`config.mk`:
```
export PLATFORM = sky130hd
export DESIGN_NAME = efuse_seq_ctrl
export DESIGN_NICKNAME = d
export VERILOG_FILES = /design/src/rtl/efuse_seq_ctrl.sv
export SDC_FILE = /design/constraint.sdc
export NUM_CORES = 1
export LEC_CHECK = 0
export ABC_AREA = 1
export CORE_ASPECT_RATIO = 0.6
export CORE_UTILIZATION = 52
export DETAILED_ROUTE_END_ITERATION = 6
export PLACE_DENSITY = 0.81
export SYNTH_ARGS = -nofsm -noshare
export SYNTH_HDL_FRONTEND = slang
export SYNTH_SLANG_ARGS = --single-unit
```
`constraint.sdc`:
```
create_clock -name clk -period 2.8 [get_ports clk]
set_clock_uncertainty 0.1 [all_clocks]
set_input_delay 0.42 -clock clk [delete_from_list [all_inputs] [get_ports clk]]
set_output_delay 0.42 -clock clk [all_outputs]
set_load 0.1 [all_outputs]
```
`src/rtl/efuse_seq_ctrl.sv`:
```
// eFuse sequencer: read, program (ones only), program+verify, blank check.
// Define EFUSE_SEQ_VERIFY_EN to build the mode-2 read-back and compare.
module efuse_seq_ctrl #(
  parameter int          AW       = 8,
  parameter int          DW       = 8,
  parameter int          NW       = 64,
  parameter logic [15:0] PASSWORD = 16'hA5C3,
  parameter int          SW       = $clog2(2**AW/NW)
) (
  input  logic          clk,
  input  logic          rst_n,
  input  logic          start,
  input  logic [1:0]    mode,
  input  logic [15:0]   password,
  input  logic [SW-1:0] sel,
  input  logic [NW-1:0] wdata,
  input  logic [5:0]    trd,
  input  logic [9:0]    tpgm,
  output logic [NW-1:0] rdata,
  output logic          done,
  output logic          busy,
  output logic          err_pwd,
  output logic          vfy_fail,
  output logic          no_blank,
  output logic          efuse_pgmen_o,
  output logic          efuse_rden_o,
  output logic          efuse_aen_o,
  output logic [AW-1:0] efuse_addr_o,
  input  logic [DW-1:0] efuse_rdata_i
);

  localparam int G   = NW / DW;
  localparam int GW  = (G > 1) ? $clog2(G) : 1;
  localparam int JW  = $clog2(NW);
  localparam int DSH = $clog2(DW);
  localparam int NSH = $clog2(NW);

  typedef enum logic [3:0] {
    IDLE, CHK, RSET, RSTB, RHLD,
    PSKIP, PSET, PSTB, PHLD, VFY, DONE
  } state_t;

  state_t        state;
  logic [1:0]    mode_l;
  logic [SW-1:0] sel_l;
  logic [NW-1:0] wdata_l;
  logic [5:0]    trd_l;
  logic [9:0]    tpgm_l;
  logic [GW-1:0] g;
  logic [JW-1:0] j;
  logic [9:0]    cnt;

  logic [GW-1:0] g_nx;
  logic [JW-1:0] j_nx;
  logic [AW-1:0] base;
  logic [AW-1:0] rd_addr_nx;
  logic [AW-1:0] pg_addr_nx;
  logic [9:0]    trd_m1;
  logic [9:0]    tpgm_m1;
  logic          last_g;
  logic          last_j;
  logic          prog_mode;
  logic          vfy_path;

  assign g_nx       = g + GW'(1);
  assign j_nx       = j + JW'(1);
  assign base       = AW'(sel_l) << NSH;
  assign rd_addr_nx = base + (AW'(g_nx) << DSH);
  assign pg_addr_nx = base + AW'(j_nx);
  assign trd_m1     = 10'(trd_l) - 10'd1;
  assign tpgm_m1    = tpgm_l - 10'd1;
  assign last_g     = (g == GW'(G - 1));
  assign last_j     = (j == JW'(NW - 1));
  assign prog_mode  = (mode_l == 2'd1) || (mode_l == 2'd2);

`ifdef EFUSE_SEQ_VERIFY_EN
  assign vfy_path = (mode_l == 2'd2);
`else
  assign vfy_path = 1'b0;
  assign vfy_fail = 1'b0;
`endif

  // Sequencer FSM; strobes are registered for the state being entered.
  always_ff @(posedge clk or negedge rst_n) begin
    if (!rst_n) begin
      state         <= IDLE;
      mode_l        <= '0;
      sel_l         <= '0;
      wdata_l       <= '0;
      trd_l         <= '0;
      tpgm_l        <= '0;
      g             <= '0;
      j             <= '0;
      cnt           <= '0;
      rdata         <= '0;
      done          <= 1'b0;
      busy          <= 1'b0;
      err_pwd       <= 1'b0;
      no_blank      <= 1'b0;
`ifdef EFUSE_SEQ_VERIFY_EN
      vfy_fail      <= 1'b0;
`endif
      efuse_pgmen_o <= 1'b0;
      efuse_rden_o  <= 1'b0;
      efuse_aen_o   <= 1'b0;
      efuse_addr_o  <= '0;
    end else begin
      done          <= 1'b0;
      efuse_pgmen_o <= 1'b0;
      efuse_rden_o  <= 1'b0;
      efuse_aen_o   <= 1'b0;
      efuse_addr_o  <= '0;
      unique case (state)
        IDLE: begin
          if (start) begin
            mode_l   <= mode;
            sel_l    <= sel;
            wdata_l  <= wdata;
            trd_l    <= (trd == '0) ? 6'd1 : trd;
            tpgm_l   <= (tpgm == '0) ? 10'd1 : tpgm;
            busy     <= 1'b1;
            err_pwd  <= 1'b0;
            no_blank <= 1'b0;
`ifdef EFUSE_SEQ_VERIFY_EN
            vfy_fail <= 1'b0;
`endif
            state    <= CHK;
          end
        end
        CHK: begin
          if (prog_mode && (password != PASSWORD)) begin
            err_pwd <= 1'b1;
            done    <= 1'b1;
            state   <= DONE;
          end else if (prog_mode) begin
            j <= '0;
            if (wdata_l[0]) begin
              efuse_aen_o  <= 1'b1;
              efuse_addr_o <= base;
              state        <= PSET;
            end else begin
              state <= PSKIP;
            end
          end else begin
            g            <= '0;
            efuse_aen_o  <= 1'b1;
            efuse_addr_o <= base;
            state        <= RSET;
          end
        end
        RSET: begin
          cnt           <= '0;
          efuse_aen_o   <= 1'b1;
          efuse_rden_o  <= 1'b1;
          efuse_addr_o  <= efuse_addr_o;
          state         <= RSTB;
        end
        RSTB: begin
          efuse_aen_o  <= 1'b1;
          efuse_addr_o <= efuse_addr_o;
          if (cnt == trd_m1) begin
            rdata[int'(g)*DW +: DW] <= efuse_rdata_i;
            state <= RHLD;
          end else begin
            cnt          <= cnt + 10'd1;
            efuse_rden_o <= 1'b1;
          end
        end
        RHLD: begin
          if (!last_g) begin
            g            <= g_nx;
            efuse_aen_o  <= 1'b1;
            efuse_addr_o <= rd_addr_nx;
            state        <= RSET;
          end else if (vfy_path) begin
            state <= VFY;
          end else begin
            if (mode_l == 2'd3) no_blank <= |rdata;
            done  <= 1'b1;
            state <= DONE;
          end
        end
        PSKIP, PHLD: begin
          if (!last_j) begin
            j <= j_nx;
            if (wdata_l[j_nx]) begin
              efuse_aen_o  <= 1'b1;
              efuse_addr_o <= pg_addr_nx;
              state        <= PSET;
            end else begin
              state <= PSKIP;
            end
          end else if (vfy_path) begin
            g            <= '0;
            efuse_aen_o  <= 1'b1;
            efuse_addr_o <= base;
            state        <= RSET;
          end else begin
            done  <= 1'b1;
            state <= DONE;
          end
        end
        PSET: begin
          cnt           <= '0;
          efuse_aen_o   <= 1'b1;
          efuse_pgmen_o <= 1'b1;
          efuse_addr_o  <= efuse_addr_o;
          state         <= PSTB;
        end
        PSTB: begin
          efuse_aen_o  <= 1'b1;
          efuse_addr_o <= efuse_addr_o;
          if (cnt == tpgm_m1) begin
            state <= PHLD;
          end else begin
            cnt           <= cnt + 10'd1;
            efuse_pgmen_o <= 1'b1;
          end
        end
        VFY: begin
`ifdef EFUSE_SEQ_VERIFY_EN
          vfy_fail <= ((rdata & wdata_l) != wdata_l);
`endif
          done  <= 1'b1;
          state <= DONE;
        end
        DONE: begin
          busy  <= 1'b0;
          state <= IDLE;
        end
        default: state <= IDLE;
      endcase
    end
  end

endmodule

```
==> out/metrics.cfg, run 1 <==
[cells_and_area]
fin_util = 0.686
fill_cells = 1449
area_growth_pct = 26.2
drive_gt1_frac = 0.132
final_cell_area_sq_um = 12000
multi_input_area_sq_um = 4090
final_cell_mix = 368 x nand2_1, 186 x dfrtp_1, 133 x inv_1
num-nets-final = 1516
register_area_sq_um = 4650
final_common_cell = nand2_1
diodes = 0

[yosys]
ys.flop_type = dfrtp_1
synth_seq_cells = 186
synth-adder-area-share = 0.0158
synthCells = 1207
synth_simple_gate_area_frac = 0.292
syn_nets = 1330
synth-compound-area-share = 0.104
ys_warn_count = 0
synth_top_area_frac = 0.489
synth.distinct_cells = 42
synthMuxAreaShare = 0
syn_area_sq_um = 9520
synth_top_family_by_area = simple AND/OR/NAND/NOR gates
synth_area_per_cell_sq_um = 7.88
yosys.area.top_type = dfrtp_1
synthArstFlopShare = 1.00
synth_seq_area_share = 0.489
synth_xor_area_frac = 0.0166
synth_edf_count = 0
synth_area_leaders = dfrtp_1 49%, nand2_1 15%, nand3_1 6.6%

[grt]
antenna_found_initial = 0
grt.overflow.total = 0
grt_usage = 0.296
grt_max_degree = 153
grt_pass1_vias = 8405
grt_pass1_wl_mm = 43.2

[routing]
wl_per_cell_microns = 16.0
vias_per_cell = 5.38
drt_iter0_markers = 1042
vias = 8826
drtAntennaViolNets = 0
route.detailed.drc = 0
drtPass1Iterations = 5
finalWirelength_mm = 26.2

[floorplanning]
floorplan.initialDensity = 0.544
die_area_sq_um = 18900
core_area_sq_um = 17500
die_y_microns = 107
fp.dieW_microns = 177
ios = 191
rows = 37

[min_path]
hold_class = reg -> reg

[setup_path]
path_class = reg -> reg
crit_arrival_ns = 2.75
startpoint = trd_l[0]
regToRegEndpoint = rdata[9]
slowest_stage = nand3_2
reg2reg_slack_ns = 0.26
worstPathCellList = inv_1 -> ha_1 -> nand2_1 -> inv_2 -> nand2_2 -> nand3_1 -> o21ai_0 -> nor2_2 -> nand3b_4 -> nor2_8 -> nand3_2 -> nand2_1 -> o21ai_2
worstPathRequired_ns = 3.02
regToRegStartpoint = trd_l[0]
max_stage_delay_ns = 0.40
critPathLaunchType = flop
ff2ff_path_depth = 13
crit_cells = 13
crit_family = simple AND/OR/NAND/NOR gates
cpMostUsedCell = nand2_1
endpoint_kind = flop
worst-path-buf-inv = 2
critPathMaxFanout = 16
crit_path_end = rdata[9]

[timing]
holdWs_ns = 0.386
max_slew.worst_pin.slew_ns = 0.636
setup_slack_ns = 0.264
slew-limit-headroom = 0.576
rsz0062_at_grt = false
tns_ns = 0
drv_slew = 0
period_needed_ns = 2.54
finalCritPeriodShare = 0.906
final_hold_viol_count = 0
max_freq_mhz = 394
setup_viol = 0

[placed_design]
port_buffers = 189
dp_hpwl_mm = 19.6
routabilityCongestion = 0.974
place_area_sq_um = 11400
dpl_worst_slack_ns = 0.320

[cts]
cts-buffers-inserted = 17
cts_htree_levels = 4
cts_sinks = 186
clk_path_buf_depth = 2
hold_buffers = 1
cts_setup_buffers = 0
cts_resized = 0
cts_tree = done
clk_pin_slew_ns = 0.07
cts_root_buf = clkbuf_16
clk_latency_ns = 0.44

[power]
p_leak_nw = 5.75
powerDensity_nw_per_um2 = 1000
irDropWorstVdd_uv = 606

[flow_run]
cap_violations = 0

[outcome]
status = complete, no violations

-- how the worst min path moves through the flow --
stage	startpoint	end	depth (start not counted)	slack [ns]
5_1_grt	wdata_l[61]	wdata_l[61]	2	0.40
3_3_place_gp	rst_n	wdata_l[51]	1	0.36
2_1_floorplan	rst_n	busy	0	0.02
4_1_cts	wdata_l[39]	wdata_l[39]	2	0.39
6_report	wdata_l[39]	wdata_l[39]	2	0.39
3_5_place_dp	rst_n	wdata_l[51]	1	0.36
-- synth_stat cells, types with 2 or more instances --
| cell | count |
|---|---|
| o21ai_2 | 31 |
| nor2_2 | 5 |
| buf_4 | 2 |
| nand2_1 | 368 |
| clkbuf_1 | 17 |
| inv_1 | 133 |
| dfrtp_1 | 186 |
| nand3b_4 | 2 |
| nor4_1 | 9 |
| nor3_1 | 13 |
| clkinv_1 | 4 |
| nand2_2 | 3 |
| nand3_2 | 6 |
| or2_2 | 3 |
| nand3_1 | 125 |
| nand3b_1 | 3 |
| nand4_1 | 10 |
| o21ai_1 | 25 |
| buf_2 | 15 |
| o211ai_1 | 8 |
| ha_1 | 12 |
| nor2_1 | 91 |
| nor3b_1 | 2 |
| o21ai_0 | 85 |
| xnor2_1 | 7 |
| o22ai_1 | 3 |
| xor2_1 | 11 |
| buf_6 | 8 |
| a21oi_1 | 7 |
-- worst register-to-register path: stages (launching register included) --
cell      delay [ns]
dfrtp_1         0.39
inv_1           0.11
ha_1            0.20
nand2_1         0.09
inv_2           0.07
nand2_2         0.04
nand3_1         0.06
o21ai_0         0.11
nor2_2          0.19
nand3b_4        0.13
nor2_8          0.26
nand3_2         0.40
nand2_1         0.20
o21ai_2         0.07
-- power breakdown --
| group | total (mW) | internal [mW] | switching (mW) |
|---|---|---|---|
| Combinational | 5.67 | 1.73 | 3.94 |
| Sequential | 4.00 | 3.51 | 0.494 |
| Clock | 2.36 | 1.20 | 1.16 |
| Total | 12.0 | 6.44 | 5.59 |
-- stage by stage --
step | instances | total power [mW]
2_1_floorplan | 1207 | 8.03
3_3_place_gp | 1607 | 9.45
3_5_place_dp | 1607 | 9.59
4_1_cts | 1639 | 12.0
5_1_grt | 1639 | 12.9
6_report | 1639 | 12.0
-- per-layer routing --
layer | vias to the layer above | global-route usage | wire length [microns]
li1 | 4246 | - | -
met1 | 4114 | 0.462 | 12600
met2 | 433 | 0.402 | 10600
met3 | 33 | 0.0787 | 2720
met4 | 0 | 0.0733 | 336
met5 | - | 0 | 0
-- kinds of logic (layout without fill, tap and decap cells) --
group / after synthesis / in the layout
adder cells (fa/ha/maj): 12 / 12
AND/OR/NAND/NOR: 643 / 643
other: 1 / 1
buffers and inverters: 182 / 380
AO/OA/AOI/OAI: 165 / 165
flip-flops: 186 / 186
XOR/XNOR: 18 / 18
-- final cells by class --
cell class | count | share of cell area
Tap cell | 234 | 0.0244
Inverter | 138 | 0.0432
Timing Repair Buffer | 211 | 0.157
Clock buffer | 18 | 0.0366
Sequential cell | 186 | 0.388
Multi-Input combinational cell | 839 | 0.340
Clock inverter | 13 | 0.0105
-- registers in the layout, indices dropped and copies added (netlist names), 4 cells and up --
| register | cells |
|---|---|
| rdata | 64 |
| efuse_addr_o | 8 |
| state | 4 |
| wdata_l | 64 |
| j | 6 |
| tpgm_l | 10 |
| cnt | 10 |
| trd_l | 6 |
(Power assumes the default switching activity.)
==> run 2: changes to the inputs <==
Settings changed: CORE_MARGIN from default to 2, CORE_UTILIZATION 52 to 64, DONT_BUFFER_PORTS from default to 1, GPL_TIMING_DRIVEN from default to 0, PLACE_DENSITY 0.81 to 0.8.
==> out/metrics.cfg, run 2 (same netlist as run 1, synthesis figures left out) <==
[placed_design]
place_area_sq_um = 9760  ; was 11400 sq um
routabilityCongestion = 0.963  ; was 0.974
dp_hpwl_mm = 19.1  ; was 19.6 mm
port_buffers = 0  ; was 189

[timing]
finalCritPeriodShare = 0.932  ; was 0.906
rsz0062_at_grt = false  ; unchanged
max_freq_mhz = 383  ; was 394 MHz
max_slew.worst_pin.slew_ns = 0.996  ; was 0.636 ns
setup_viol = 0  ; unchanged
tns_ns = 0  ; unchanged
drv_slew = 0  ; unchanged
period_needed_ns = 2.61  ; was 2.54 ns
holdWs_ns = -0.428  ; was 0.386 ns
slew-limit-headroom = 0.336  ; was 0.576
final_hold_viol_count = 186  ; was 0

[floorplanning]
die_y_microns = 98.5  ; was 107 microns
floorplan.initialDensity = 0.656  ; was 0.544
ios = 191  ; unchanged
rows = 34  ; was 37
core_area_sq_um = 14500  ; was 17500 sq um
die_area_sq_um = 15900  ; was 18900 sq um
fp.dieW_microns = 161  ; was 177 microns

[grt]
grt_usage = 0.337  ; was 0.296
grt.overflow.total = 0  ; unchanged
grt_pass1_wl_mm = 41.6  ; was 43.2 mm
antenna_found_initial = 0  ; unchanged
grt_pass1_vias = 7778  ; was 8405
grt_max_degree = 187  ; was 153

[flow_run]
cap_violations = 0  ; unchanged

[cts]
cts_tree = done  ; unchanged
clk_path_buf_depth = 2  ; unchanged
cts_root_buf = clkbuf_16  ; unchanged
cts-buffers-inserted = 17  ; unchanged
hold_buffers = 1  ; unchanged
cts_setup_buffers = 0  ; unchanged
cts_htree_levels = 4  ; unchanged
cts_sinks = 186  ; unchanged
clk_latency_ns = 0.43  ; was 0.44 ns
clk_pin_slew_ns = 0.08  ; was 0.07 ns

[cells_and_area]
drive_gt1_frac = 0.0927  ; was 0.132
final_cell_area_sq_um = 10400  ; was 12000 sq um
final_cell_mix = 368 x nand2_1, 186 x dfrtp_1, 133 x inv_1  ; unchanged
area_growth_pct = 9.39  ; was 26.2%
largest_registers = rdata x64, wdata_l x64  ; unchanged
fill_cells = 1134  ; was 1449
final_common_cell = nand2_1  ; unchanged
diodes = 0  ; unchanged
num-nets-final = 1350  ; was 1516

[setup_path]
worstPathRequired_ns = 3.06  ; was 3.02 ns
reg2reg_slack_ns = 0.19  ; was 0.26 ns
regToRegStartpoint = state[3]  ; was trd_l[0]
critPathLaunchType = flop  ; unchanged
ff2ff_path_depth = 9  ; was 13
critPathMaxFanout = 10  ; was 16
regToRegEndpoint = trd_l[3]  ; was rdata[9]
path_class = reg -> reg  ; unchanged
crit_arrival_ns = 2.87  ; was 2.75 ns
endpoint_kind = flop  ; unchanged

[power]
irDropWorstVdd_uv = 553  ; was 606 uV
powerDensity_nw_per_um2 = 1140  ; was 1000 nW/um^2
p_leak_nw = 5.05  ; was 5.75 nW

[routing]
wl_per_cell_microns = 18.1  ; was 16.0 microns
drtAntennaViolNets = 0  ; unchanged
vias = 8310  ; was 8826
drt_iter0_markers = 1036  ; was 1042
route.detailed.drc = 0  ; unchanged
finalWirelength_mm = 26.0  ; was 26.2 mm
drtPass1Iterations = 5  ; unchanged
vias_per_cell = 5.78  ; was 5.38

[outcome]
status = finished with violations  ; was complete, no violations
violations = hold timing

[min_path]
hold_class = in -> async  ; was reg -> reg

[run 2: cell count changes in the layout (fill, tap and decap cells not counted), moves of 2 or more]
cell,previous run,this run
clkinvlp_4,2,0
buf_6,1,8
inv_6,5,3
clkbuf_1,0,18
buf_12,2,0
clkbuf_4,0,2
clkdlybuf4s50_1,109,0
buf_4,98,2
buf_2,0,14
inv_8,3,6
[run 2: cell type report]
type / count / area, sq um / share of cell area
sequential: 186 / 4650 / 0.447
multi-input combinational: 839 / 4100 / 0.394
inverter: 138 / 520 / 0.0500
clock buffer: 18 / 429 / 0.0412
buffer: 44 / 269 / 0.0258
tap: 198 / 248 / 0.0238
clock inverter: 14 / 174 / 0.0167
timing repair buffer: 1 / 10.0 / 0.000962
[run 2: power breakdown]
part,switching [mW],internal (mW)
logic,2.98,1.40
registers,1.50,3.49
clock network,1.19,1.29
[run 2: per-stage QoR]
step	util	hold slack (ns)	total power, mW	instances	setup slack (ns)
after floorplan	-	0.0244	8.03	1207	0.487
after global placement	0.673	0.0278	9.01	1405	0.0491
after detailed placement	0.673	0.0274	9.17	1405	0.0226
after CTS	0.715	-0.433	11.7	1438	0.00781
after global routing	0.718	-0.445	12.6	1438	0.0187
final	0.718	-0.428	11.8	1438	0.192
[run 2: what timing repair did]
item / CTS / global route
endpoints found under the setup margin: 2 / 15
gates resized for setup: 2 / 6
endpoints found under the hold margin: 187 / 186
[run 2: worst max path at each step]
stage                     depth (start not counted)  slack (ns)      start               to
after CTS                                        11       0.008       j[0]  efuse_addr_o[6]
after floorplan                                   9        0.49       g[0]        rdata[33]
after detailed placement                         14        0.02       j[0]  efuse_addr_o[7]
after global routing                             11        0.02  tpgm_l[0]           cnt[8]
final                                             9        0.19   state[3]         trd_l[3]
after global placement                           13        0.05       j[0]  efuse_addr_o[6]
[run 2: layer usage]
layer / up-vias / GRT usage / part of all wire
met1: 3933 / 0.533 / 0.46
li1: 3907 / - / -
met2: 443 / 0.458 / 0.40
met5: - / 0 / 0
met4: 0 / 0.0687 / 0.012
met3: 27 / 0.102 / 0.12
[run 2: critical path: stages, from the launching register on]
cell and delay, ns:
dfrtp_1 0.40, nor2_1 0.09, inv_1 0.10, nor2_1 0.15, inv_1 0.08, nor2_2 0.40
clkbuf_1 0.56, clkbuf_1 0.43, nand2_1 0.12, nand2_1 0.10
==> run 3: changes to the inputs <==
Settings changed: CTS_CLUSTER_DIAMETER from default to 80.
==> results of run 3 <==
The final DEF is identical to that of run 2; final timing and power are the same.
